[src/rtl/mem_access_stage.sv]
// MEM pipeline stage: runs loads and stores on the data-memory bus and registers the MEM/WB outputs.
// Optional MEM_TIMEOUT_EN: bounds the wait for dmem_ack to TIMEOUT_CYCLES and drives bus_err.
module mem_access_stage #(
   parameter int unsigned TIMEOUT_CYCLES = 16
) (
   input  logic        clk,
   input  logic        reset_n,
   input  logic        valid_in,
   input  logic        zero_in,
   input  logic        branch_in,
   input  logic        mem_read_in,
   input  logic        mem_write_in,
   input  logic        reg_read_in,
   input  logic        mem_to_reg_in,
   input  logic [31:0] aluoutput_in,
   input  logic [31:0] b_in,
   input  logic [31:0] npc_in,
   input  logic [4:0]  rd_in,
   output logic        stall_out,
   output logic        branch_taken_out,
   output logic [31:0] branch_target_out,
   output logic        dmem_req,
   output logic        dmem_we,
   output logic [31:0] dmem_addr,
   output logic [31:0] dmem_wdata,
   input  logic [31:0] dmem_rdata,
   input  logic        dmem_ack,
   output logic        valid_out,
   output logic        reg_write_out,
   output logic        mem_to_reg_out,
   output logic [31:0] lmd_out,
   output logic [31:0] aluoutput_out,
   output logic [4:0]  rd_out,
   output logic        misalign_err,
   output logic        bus_err
);

   typedef enum logic [0:0] {StIdle, StAccess} state_e;

   state_e state_q, state_d;

   logic        mem_op, aligned, start_access, misaligned_op, timeout;

   // Access context latched at acceptance so the bus stays stable while stalled
   logic [31:0] addr_q, wdata_q;
   logic        we_q, acc_rw_q, acc_m2r_q;
   logic [4:0]  acc_rd_q;

   logic        wb_valid_q, wb_valid_d, wb_rw_q, wb_rw_d, wb_m2r_q, wb_m2r_d;
   logic [31:0] wb_lmd_q, wb_lmd_d, wb_alu_q, wb_alu_d;
   logic [4:0]  wb_rd_q, wb_rd_d;
   logic        misalign_q, misalign_d;

   logic        unused_npc;

   assign unused_npc    = ^npc_in;
   assign mem_op        = mem_read_in | mem_write_in;
   assign aligned       = (aluoutput_in[1:0] == 2'b00);
   assign start_access  = valid_in & mem_op & aligned;
   assign misaligned_op = valid_in & mem_op & ~aligned;

`ifdef MEM_TIMEOUT_EN
   localparam int unsigned CntW = $clog2(TIMEOUT_CYCLES + 1);

   logic [CntW-1:0] cnt_q;
   logic            bus_err_q;

   assign timeout = (state_q == StAccess) & ~dmem_ack & (cnt_q == CntW'(TIMEOUT_CYCLES - 1));

   always_ff @(posedge clk or negedge reset_n) begin
      if (!reset_n) begin
         cnt_q     <= '0;
         bus_err_q <= 1'b0;
      end else begin
         // Held at zero in IDLE, so every ACCESS entry starts counting from zero
         if (state_q == StIdle) cnt_q <= '0;
         else                   cnt_q <= cnt_q + 1'b1;
         if (timeout) bus_err_q <= 1'b1;
      end
   end

   assign bus_err = bus_err_q;
`else
   logic unused_timeout_cycles;

   assign unused_timeout_cycles = (TIMEOUT_CYCLES != 0);
   assign timeout               = 1'b0;
   assign bus_err               = 1'b0;
`endif

   always_ff @(posedge clk or negedge reset_n) begin
      if (!reset_n) state_q <= StIdle;
      else          state_q <= state_d;
   end

   always_comb begin
      state_d = state_q;
      unique case (state_q)
         StIdle:   if (start_access) state_d = StAccess;
         StAccess: if (dmem_ack || timeout) state_d = StIdle;
         default:  state_d = StIdle;
      endcase
   end

   always_comb begin
      dmem_req         = 1'b0;
      dmem_we          = 1'b0;
      stall_out        = 1'b0;
      branch_taken_out = 1'b0;
      unique case (state_q)
         StIdle: begin
            stall_out        = start_access;
            branch_taken_out = valid_in & branch_in & zero_in;
         end
         StAccess: begin
            dmem_req  = 1'b1;
            dmem_we   = we_q;
            // Release upstream on timeout too, otherwise it would replay the failed access
            stall_out = ~(dmem_ack | timeout);
         end
         default: ;
      endcase
   end

   assign branch_target_out = aluoutput_in;
   assign dmem_addr         = addr_q;
   assign dmem_wdata        = wdata_q;

   always_comb begin
      wb_valid_d = wb_valid_q;
      wb_rw_d    = wb_rw_q;
      wb_m2r_d   = wb_m2r_q;
      wb_lmd_d   = wb_lmd_q;
      wb_alu_d   = wb_alu_q;
      wb_rd_d    = wb_rd_q;
      misalign_d = misalign_q | (state_q == StIdle && misaligned_op);
      unique case (state_q)
         StIdle: begin
            wb_valid_d = valid_in & ~start_access;
            wb_rw_d    = 1'b0;
            if (valid_in && !start_access) begin
               wb_rw_d  = reg_read_in & ~misaligned_op;
               wb_m2r_d = mem_to_reg_in;
               wb_lmd_d = '0;
               wb_alu_d = aluoutput_in;
               wb_rd_d  = rd_in;
            end
         end
         StAccess: begin
            wb_valid_d = 1'b0;
            if (dmem_ack) begin
               wb_valid_d = 1'b1;
               wb_rw_d    = acc_rw_q;
               wb_m2r_d   = acc_m2r_q;
               wb_lmd_d   = we_q ? 32'h0 : dmem_rdata;
               wb_alu_d   = addr_q;
               wb_rd_d    = acc_rd_q;
            end else if (timeout) begin
               wb_valid_d = 1'b1;
               wb_rw_d    = 1'b0;
               wb_m2r_d   = 1'b0;
               wb_lmd_d   = '0;
               wb_alu_d   = addr_q;
               wb_rd_d    = acc_rd_q;
            end
         end
         default: ;
      endcase
   end

   always_ff @(posedge clk or negedge reset_n) begin
      if (!reset_n) begin
         wb_valid_q <= 1'b0;
         wb_rw_q    <= 1'b0;
         wb_m2r_q   <= 1'b0;
         wb_lmd_q   <= '0;
         wb_alu_q   <= '0;
         wb_rd_q    <= '0;
         misalign_q <= 1'b0;
      end else begin
         wb_valid_q <= wb_valid_d;
         wb_rw_q    <= wb_rw_d;
         wb_m2r_q   <= wb_m2r_d;
         wb_lmd_q   <= wb_lmd_d;
         wb_alu_q   <= wb_alu_d;
         wb_rd_q    <= wb_rd_d;
         misalign_q <= misalign_d;
      end
   end

   always_ff @(posedge clk or negedge reset_n) begin
      if (!reset_n) begin
         addr_q    <= '0;
         wdata_q   <= '0;
         we_q      <= 1'b0;
         acc_rw_q  <= 1'b0;
         acc_m2r_q <= 1'b0;
         acc_rd_q  <= '0;
      end else if (state_q == StIdle && start_access) begin
         addr_q    <= aluoutput_in;
         wdata_q   <= b_in;
         we_q      <= mem_write_in;
         acc_rw_q  <= reg_read_in;
         acc_m2r_q <= mem_to_reg_in;
         acc_rd_q  <= rd_in;
      end
   end

   assign valid_out      = wb_valid_q;
   assign reg_write_out  = wb_rw_q;
   assign mem_to_reg_out = wb_m2r_q;
   assign lmd_out        = wb_lmd_q;
   assign aluoutput_out  = wb_alu_q;
   assign rd_out         = wb_rd_q;
   assign misalign_err   = misalign_q;

endmodule

[config.mk]
export PLATFORM = sky130hd
export DESIGN_NAME = mem_access_stage
export DESIGN_NICKNAME = d
export VERILOG_FILES = /design/src/rtl/mem_access_stage.sv
export SDC_FILE = /design/constraint.sdc
export NUM_CORES = 1
export LEC_CHECK = 0
export BUFFER_PORTS_ARGS = -buffer_cell sky130_fd_sc_hd__buf_2
export CAP_MARGIN = 0
export CORE_AREA = 2 2 123 125
export DETAILED_ROUTE_END_ITERATION = 6
export DIE_AREA = 0 0 125 127
export PLACE_DENSITY = 0.78
export SLEW_MARGIN = 20
export SYNTH_ARGS = -nofsm -noshare
export SYNTH_HDL_FRONTEND = slang
export SYNTH_SLANG_ARGS = --single-unit
[constraint.sdc]
create_clock -name clk -period 2.8 [get_ports clk]
set_clock_uncertainty 0.2 [all_clocks]
set_input_delay 0.14 -clock clk [delete_from_list [all_inputs] [get_ports clk]]
set_output_delay 0.14 -clock clk [all_outputs]
set_load 0.05 [all_outputs]
==> run summary, run 1 <==
GR Overflow Total: 0
Die Ht: 127 um
First-pass DRT Iterations: 4
DRC Markers: 0
Clk buf depth: 2
I/O pins: 317
Ranking of synthesized cells by area: dfrtp_1, mux2_2, a22o_1
Avg WL per Cell: 17.4 um
Peak supply drop: 0.000450 V
Cell taking the most area after synthesis: dfrtp_1
CTS Buf Count: 17
Ant. Diodes: 0
Initial antenna violation count: 0
Antenna Violating Nets Remaining: 0
Crit Path Class: reg2reg
CTS tree: yes
Synthesized flop and latch total: 146
PD cells: 827 nW/um^2
Largest net degree at the start of global routing: 62
Tcrit/Tclk final: 83.3%
Yosys synthesis warning count: 0
Fin. Hold Viols: 0
Design area: 9140 sq um
Layout cells sized above 1: 60.5%
Post-synthesis sequential area ratio: 59.8%
Leading register cell type out of synthesis: dfrtp_1
Fmax: 0.429 GHz
Critical R2R Launch: state_q
Class of the worst hold path: in2async
Total Routing Usage GR: 20.8%
Die X: 125 um
First-pass GRT wire length: 26.3 mm
Synth Area per Inst: 15.2 sq um
Core Region: 14400 sq um
Fillers: 1053
Max Cap Viol: 0
Mapped cell area: 6110 sq um
Post-DP Area: 7500 sq um
Data required, critical path: 2.89 ns
DRT iter0 DRCs: 177
Post-Syn Instances: 401
Vias per cell: 4.86
Nets: 908
Initial core utilization: 42.4%
Die area: 15900 sq um
CP startpoint: state_q
# clock sinks: 146
Fraction of registers with async set/reset: 100%
Yosys cell types: 24
Final wirelength: 16.7 mm
Leak pwr: 4.52 nW
Detailed placer's ending HPWL: 10.2 mm
Htree depth: 4
Vias in the first global route: 5222
Critical path peak fanout: 39
Outcome: complete, no violations
Clock Pin Slew Worst Setup and Hold Paths: 0.06 ns
Vias: 4678
Syn Nets: 544
Area grow syn2layout: 49.5%
Port bufs: 283
Slew at the pin closest to its max-slew limit: 1.02 ns
Synth top area share: 59.8%
CP Capture Type: flip-flop
Cell with the most instances after synthesis: dfrtp_1
Top post-synthesis cells by count: dfrtp_1, mux2_2, buf_4, a22o_1
Critical path data arrival time: 2.42 ns
Critical path launch point type: flip-flop
Number of enable-type register cells in the synthesized netlist: 0
Latest clock arrival within the worst-skew pair: 0.40 ns
Root Buffer: clkbuf_16
Row count: 44
RSZ-0062 raised after global routing: no
Setup TNS: 0 ns
Routability cong.: 0.818
Slew headroom: 31.6%
Max Slew Vio Count: 0
Tmin final: 2.33 ns
Final setup violation count: 0
==> cells by family after synthesis <==
family / count (synthesis) / share of synthesized area (%)
AOI/OAI and AO/OA: 38 / 5.30
other: 1 / 0.0613
buffers and inverters: 57 / 5.98
muxes: 147 / 27.6
and+or+nand+nor: 12 / 1.27
DFF: 146 / 59.8
==> worst paths after layout <==
path	to	slack [ns]	cells after the start
max in group asynchronous	rd_out[1]	1.48	3
worst min-delay path	rd_out[4]	0.05	2
worst max register to register	aluoutput_out[26]	0.47	4
worst max-delay path	aluoutput_out[26]	0.47	4
min in group clk	lmd_out[10]	0.28	3
worst min register to register	dmem_wdata[19]	0.30	1
==> layout by cell type (no fill, tap or decap), types with 2 or more instances in the layout <==
master | Yosys | final
a22o_1 | 32 | 32
buf_12 | 0 | 2
buf_2 | 10 | 282
buf_4 | 33 | 6
clkbuf_1 | 10 | 5
clkbuf_16 | 0 | 17
clkinv_2 | 0 | 4
clkinv_4 | 0 | 3
dfrtp_1 | 146 | 145
dlygate4sd3_1 | 0 | 109
mux2_2 | 138 | 138
mux2_4 | 9 | 9
nor2_1 | 2 | 2
nor2b_1 | 3 | 3
o21ai_0 | 3 | 2
==> metal layers <==
metal  track usage, %  up-vias  part of all wire, %
met1             22.4     2336                   38
met3             5.44       29                  6.1
met2             38.9      174                   54
li1                 -     2139                    -
met4             8.24        0                  2.0
met5                0        -                    0
==> sequential cells by signal, summed over array words and instances, names as in the netlist <==
name	cells
lmd_out	32
misalign_err	1
rd_out	5
valid_out	1
reg_write_out	1
aluoutput_out	32
acc_m2r_q	1
dmem_addr	32
we_q	1
acc_rd_q	5
mem_to_reg_out	1
state_q	1
acc_rw_q	1
dmem_wdata	32
==> report_power, final <==
part           leakage [nW]  switching (W)  internal [W]  total, W
clock network         0.265       0.000845       0.00124   0.00209
logic                  2.46        0.00191      0.000820   0.00273
registers              1.80       0.000231       0.00251   0.00274
==> per-stage QoR <==
step	std cells	utilization [%]	hold slack [ns]	setup WS, ns	power (W)
CTS	962	63.4	0.0301	0.442	0.00760
global route	962	63.4	0.0775	0.378	0.00787
detailed placement	821	52.0	-0.0901	0.448	0.00538
floorplan	401	-	-0.356	0.275	0.00471
finish	962	63.4	0.0463	0.467	0.00756
global placement	821	52.0	-0.0972	0.507	0.00531
==> cell type report <==
class | instances | area [sq um] | area share (%)
Clock buffer | 23 | 458 | 5.01
Clock inverter | 9 | 83.8 | 0.917
Sequential cell | 146 | 3650 | 40.0
Timing Repair Buffer | 400 | 2600 | 28.4
Multi-Input combinational cell | 198 | 2100 | 23.0
Tap cell | 184 | 230 | 2.52
Inverter | 2 | 7.51 | 0.0822
==> timing repair <==
item | 4_1_cts | 5_1_grt
hold endpoints to repair | 251 | 0
hold buffers | 109 | 0
gates resized for setup | 0 | 0
setup endpoints to repair | 0 | 0
setup buffers | 0 | 0
==> critical path, stage by stage (launching register included) <==
cell	delay [ns]
dfrtp_2	0.42
or4b_4	0.59
o21ai_4	0.16
inv_2	0.39
mux2_4	0.45
No activity file was read; power rests on OpenSTA's default activity.
==> run 2, diff against run 1 <==
--- a/config.mk
+++ b/config.mk
@@ -5,12 +5,13 @@
 export SDC_FILE = /design/constraint.sdc
 export NUM_CORES = 1
 export LEC_CHECK = 0
+export ABC_AREA = 1
 export BUFFER_PORTS_ARGS = -buffer_cell sky130_fd_sc_hd__buf_2
 export CAP_MARGIN = 0
-export CORE_AREA = 2 2 123 125
+export CORE_AREA = 2 2 127 129
 export DETAILED_ROUTE_END_ITERATION = 6
-export DIE_AREA = 0 0 125 127
-export PLACE_DENSITY = 0.78
+export DIE_AREA = 0 0 129 131
+export PLACE_DENSITY = 0.79
 export SLEW_MARGIN = 20
 export SYNTH_ARGS = -nofsm -noshare
 export SYNTH_HDL_FRONTEND = slang
==> constraint.sdc (replaced) <==
create_clock -name clk -period 2.1 [get_ports clk]
set_clock_uncertainty 0.2 [all_clocks]
set_input_delay 0.105 -clock clk [delete_from_list [all_inputs] [get_ports clk]]
set_output_delay 0.105 -clock clk [all_outputs]
set_load 0.05 [all_outputs]
==> run summary, run 2 <==
Outcome: complete, no violations
Multi-input logic area: 2050 sq um
Yosys synthesis warning count: 0
Leading register cell type out of synthesis: dfrtp_1
Syn Nets: 903
Synthesized flop and latch total: 146
Layout cells sized above 1: 30.4%
Vias: 6433
Leak pwr: 5.37 nW
Peak supply drop: 0.000590 V
Setup TNS: 0 ns
Crit-path leading delay family: flip-flops
Latest clock arrival within the worst-skew pair: 0.41 ns
First-pass DRT Iterations: 7
Die X: 129 um
RSZ-0062 raised after global routing: no
Total Routing Usage GR: 23.7%
# clock sinks: 146
GR Overflow Total: 0
Synth Area per Inst: 8.49 sq um
Final setup violation count: 0
Critical-path cell list: nor2_4, buf_4, and3_1, buf_2
Die Ht: 131 um
Initial antenna violation count: 0
Commonest non-fill, non-tap cell in the layout: buf_2
Number of enable-type register cells in the synthesized netlist: 0
Post-synthesis sequential area ratio: 56.6%
Pwr Total: 0.00996 W
PD cells: 1040 nW/um^2
Top post-synthesis cells by count: nand2_1, dfrtp_1, o21ai_0, inv_1, nand4_1
Fillers: 1258
Nets: 1245
Max Cap Viol: 0
Vias in the first global route: 6157
Class of the worst hold path: in2reg
Avg WL per Cell: 15.5 um
Tmin final: 1.98 ns
Synth top area share: 56.6%
Vias per cell: 4.84
First-pass GRT wire length: 31.1 mm
Fin. Hold Viols: 0
CTS tree: yes
Critical path launch point type: flip-flop
Reg area: 3660 sq um
Yosys cell types: 19
Fraction of registers with async set/reset: 100%
WP buf/inv: 2
Clock Pin Slew Worst Setup and Hold Paths: 0.06 ns
Final WS setup: 0.121 ns
Fin util: 61.6%
Die area: 16900 sq um
Critical path data arrival time: 1.67 ns
Pre-CTS WS: 0.254 ns
Post-Syn Instances: 760
Clk buf depth: 2
DRC Markers: 0
Max Slew Vio Count: 0
Mapped cell area: 6450 sq um
Cell with the most instances after synthesis: nand2_1
CTS Buf Count: 17
Data required, critical path: 1.79 ns
Row count: 46
Critical path peak fanout: 4
DRT iter0 DRCs: 468
Htree depth: 4
Ranking of synthesized cells by area: dfrtp_1, nand2_1, o21ai_0
Slowest stage cell, crit path: dfrtp_4
Detailed placer's ending HPWL: 12.2 mm
Port bufs: 283
Fmax: 0.505 GHz
Area grow syn2layout: 48.9%
Crit Path Class: reg2out
Core Region: 15600 sq um
Largest net degree at the start of global routing: 73
Root Buffer: clkbuf_16
Worst hold slack: 0.0153 ns
I/O pins: 317
Slowest stage delay, CP: 0.50 ns
Tcrit/Tclk final: 94.3%
Final wirelength: 20.6 mm
Cell taking the most area after synthesis: dfrtp_1
Most frequent cells in the layout: buf_2, nand2_1, dfrtp_1, dlygate4sd3_1, o21ai_0
Antenna Violating Nets Remaining: 0
CP Capture Type: output port
Ant. Diodes: 0
Routability cong.: 0.791
Initial core utilization: 41.4%
## run 2: layout make-up
| class | instances | area share, % |
|---|---|---|
| Sequential cell | 146 | 38.1 |
| Timing Repair Buffer | 410 | 28.8 |
| Multi-Input combinational cell | 449 | 21.4 |
| Clock buffer | 21 | 4.79 |
| Inverter | 78 | 3.05 |
| Tap cell | 216 | 2.81 |
| Clock inverter | 10 | 1.15 |
## run 2: tightest hold or removal path, cell delays in order
cell and delay (ns):
buf_2 0.11, inv_1 0.04, nand2_1 0.16, nand2_1 0.12
o21bai_1 0.06
## run 2: kinds of logic after synthesis
family / synth area share, %
and+or+nand+nor: 22.8
buffers and inverters: 12.1
other: 0.0581
AOI/OAI and AO/OA: 8.44
DFF: 56.6
## run 2: power breakdown
| group | switching (W) | total [W] | internal, W |
|---|---|---|---|
| combinational | 0.00259 | 0.00343 | 0.000838 |
| clock | 0.00116 | 0.00295 | 0.00180 |
| sequential | 0.000290 | 0.00358 | 0.00329 |
| total | 0.00404 | 0.00996 | 0.00592 |
## run 2: final timing paths
path                              startpoint                end  slack, ns  depth (start not counted)
max                                  state_q   branch_taken_out       0.12                          4
min                              mem_read_in       misalign_err       0.02                          5
max reg2reg                          state_q     dmem_wdata[31]       0.35                          6
min reg2reg                aluoutput_out[22]  aluoutput_out[22]       0.26                          2
max in group asynchronous            reset_n     dmem_wdata[21]       0.69                          4
min in group asynchronous            reset_n          rd_out[1]       0.47                          3
## run 2: what timing repair did
item / 4_1_cts / 5_1_grt
setup endpoints to repair: 2 / 1
buffers inserted: 1 / 0
cloned: 1 / 0
gates resized for setup: 4 / 1
hold endpoints to repair: 289 / 0
pin swaps: 1 / 0
hold buffers: 109 / 0
## run 2: per-stage QoR
step / instance area [sq um] / cells
floorplan: 6450 / 760
global placement: 7900 / 1188
detailed placement: 7900 / 1188
CTS: 9610 / 1330
global route: 9610 / 1330
finish: 9610 / 1330
## run 2: layer usage
layer | track usage (%) | vias up | share of wire [%]
li1 | - | 3084 | -
met2 | 42.1 | 304 | 51
met1 | 26.2 | 2995 | 38
met4 | 11.0 | 0 | 3.3
met3 | 7.29 | 50 | 7.7
met5 | 0 | - | 0
==> run 3, diff against run 2 <==
--- a/config.mk
+++ b/config.mk
@@ -8,11 +8,12 @@
 export ABC_AREA = 1
 export BUFFER_PORTS_ARGS = -buffer_cell sky130_fd_sc_hd__buf_2
 export CAP_MARGIN = 0
-export CORE_AREA = 2 2 127 129
+export CORE_AREA = 4 4 129 131
 export DETAILED_ROUTE_END_ITERATION = 6
-export DIE_AREA = 0 0 129 131
+export DIE_AREA = 0 0 133 135
 export PLACE_DENSITY = 0.79
 export SLEW_MARGIN = 20
 export SYNTH_ARGS = -nofsm -noshare
 export SYNTH_HDL_FRONTEND = slang
 export SYNTH_SLANG_ARGS = --single-unit
+export TNS_END_PERCENT = 20
==> run summary, run 3 (synthesized netlist as in run 2, its figures left out) <==
Outcome: complete, no violations
Slowest stage delay, CP: 0.45 ns
Fin. Hold Viols: 0
Slowest stage cell, crit path: dfrtp_4
WP buf/inv: 3
Avg WL per Cell: 15.3 um
First-pass GRT wire length: 32.5 mm
Tcrit/Tclk final: 94.6%
Most frequent cells in the layout: buf_2, nand2_1, dfrtp_1, dlygate4sd3_1, o21ai_0
Initial antenna violation count: 0
RSZ-0062 raised after global routing: no
CP Capture Type: output port
Port bufs: 283
GR Overflow Total: 0
Final wirelength: 20.4 mm
# clock sinks: 146
Max Slew Vio Count: 0
DRT iter0 DRCs: 402
Root Buffer: clkbuf_16
Leak pwr: 5.34 nW
Critical path peak fanout: 108
CTS tree: yes
Die X: 133 um
Worst hold slack: 0.265 ns
Design area: 9560 sq um
Initial core utilization: 41.4%
First-pass DRT Iterations: 5
Reg area: 3660 sq um
Peak supply drop: 0.000670 V
Data required, critical path: 1.79 ns
Multi-input logic area: 2030 sq um
Layout cells sized above 1: 30.3%
Core Region: 15600 sq um
Placed Cells: 1185
I/O pins: 317
Fillers: 1259
Tmin final: 1.99 ns
Nets: 1244
CTS Buf Count: 17
Row count: 46
Htree depth: 4
Die area: 18000 sq um
Crit Path Class: reg2out
Detailed placer's ending HPWL: 12.4 mm
Vias: 6369
Latest clock arrival within the worst-skew pair: 0.41 ns
Vias in the first global route: 6246
Final setup violation count: 0
Fin util: 61.3%
Slew at the pin closest to its max-slew limit: 0.580 ns
Critical path data arrival time: 1.68 ns
Commonest non-fill, non-tap cell in the layout: buf_2
Routability cong.: 0.785
Clock Pin Slew Worst Setup and Hold Paths: 0.06 ns
Reg2Reg Setup Slack: 0.24 ns
Crit-path leading delay family: buffers and inverters
Non-Filler Instances: 1330
Fmax: 0.503 GHz
Post-CTS Setup Inserts: 0
Die Ht: 135 um
Antenna Violating Nets Remaining: 0
Setup TNS: 0 ns
Largest net degree at the start of global routing: 109
Class of the worst hold path: reg2reg
Critical-path cell list: buf_12, nand2_1, inv_1, buf_2
PD cells: 1020 nW/um^2
Total Routing Usage GR: 22.4%
Vias per cell: 4.79
Slew headroom: 61.3%
Ant. Diodes: 0
Post-DP Area: 7870 sq um
Critical path launch point type: flip-flop
Area grow syn2layout: 48.2%
DRC Markers: 0
Max Cap Viol: 0
Clk buf depth: 2
[run 3: layout make-up]
cell class	instances	share of cell area [%]
Multi-Input combinational cell	448	21.3
Timing Repair Buffer	410	28.8
Tap cell	216	2.83
Clock inverter	15	1.32
Inverter	78	3.06
Sequential cell	146	38.2
Clock buffer	17	4.45
[run 3: per-stage QoR]
step                      setup slack (ns)  total power (W)
after CTS                           0.0307          0.00986
after floorplan                     0.0527          0.00595
after detailed placement             0.241          0.00686
after global placement               0.296          0.00679
after global routing                0.0196           0.0103
final                                0.113          0.00980
[run 3: final timing paths]
check | from | endpoint | depth (start not counted)
setup / recovery | state_q | dmem_we | 4
hold / removal | aluoutput_out[3] | aluoutput_out[3] | 2
setup reg to reg | state_q | dmem_addr[0] | 5
hold reg to reg | aluoutput_out[3] | aluoutput_out[3] | 2
max in group asynchronous | reset_n | lmd_out[2] | 4
min in group asynchronous | reset_n | dmem_addr[1] | 3
[run 3: power breakdown]
part / total [W] / internal, W / switching, W
clock: 0.00280 / 0.00154 / 0.00126
combinational: 0.00342 / 0.000835 / 0.00259
sequential: 0.00358 / 0.00329 / 0.000292
[run 3: worst min-delay path: stages, from the launching register on]
cell and delay [ns]:
dfrtp_1 0.34, nand2_1 0.05, nand2_1 0.04
[run 3: metal layers]
| metal | GRT usage (%) | up-vias | part of all wire, % |
|---|---|---|---|
| li1 | - | 3086 | - |
| met2 | 39.8 | 292 | 51 |
| met5 | 0 | - | 0 |
| met1 | 27.1 | 2970 | 39 |
| met3 | 6.71 | 21 | 8.3 |
| met4 | 4.73 | 0 | 1.1 |
[run 3: repair_timing]
action | 4_1_cts | 5_1_grt
resized for setup | 0 | 1
hold buffers | 113 | 0
hold endpoints to repair | 289 | 0
endpoints found under the setup margin | 0 | 2
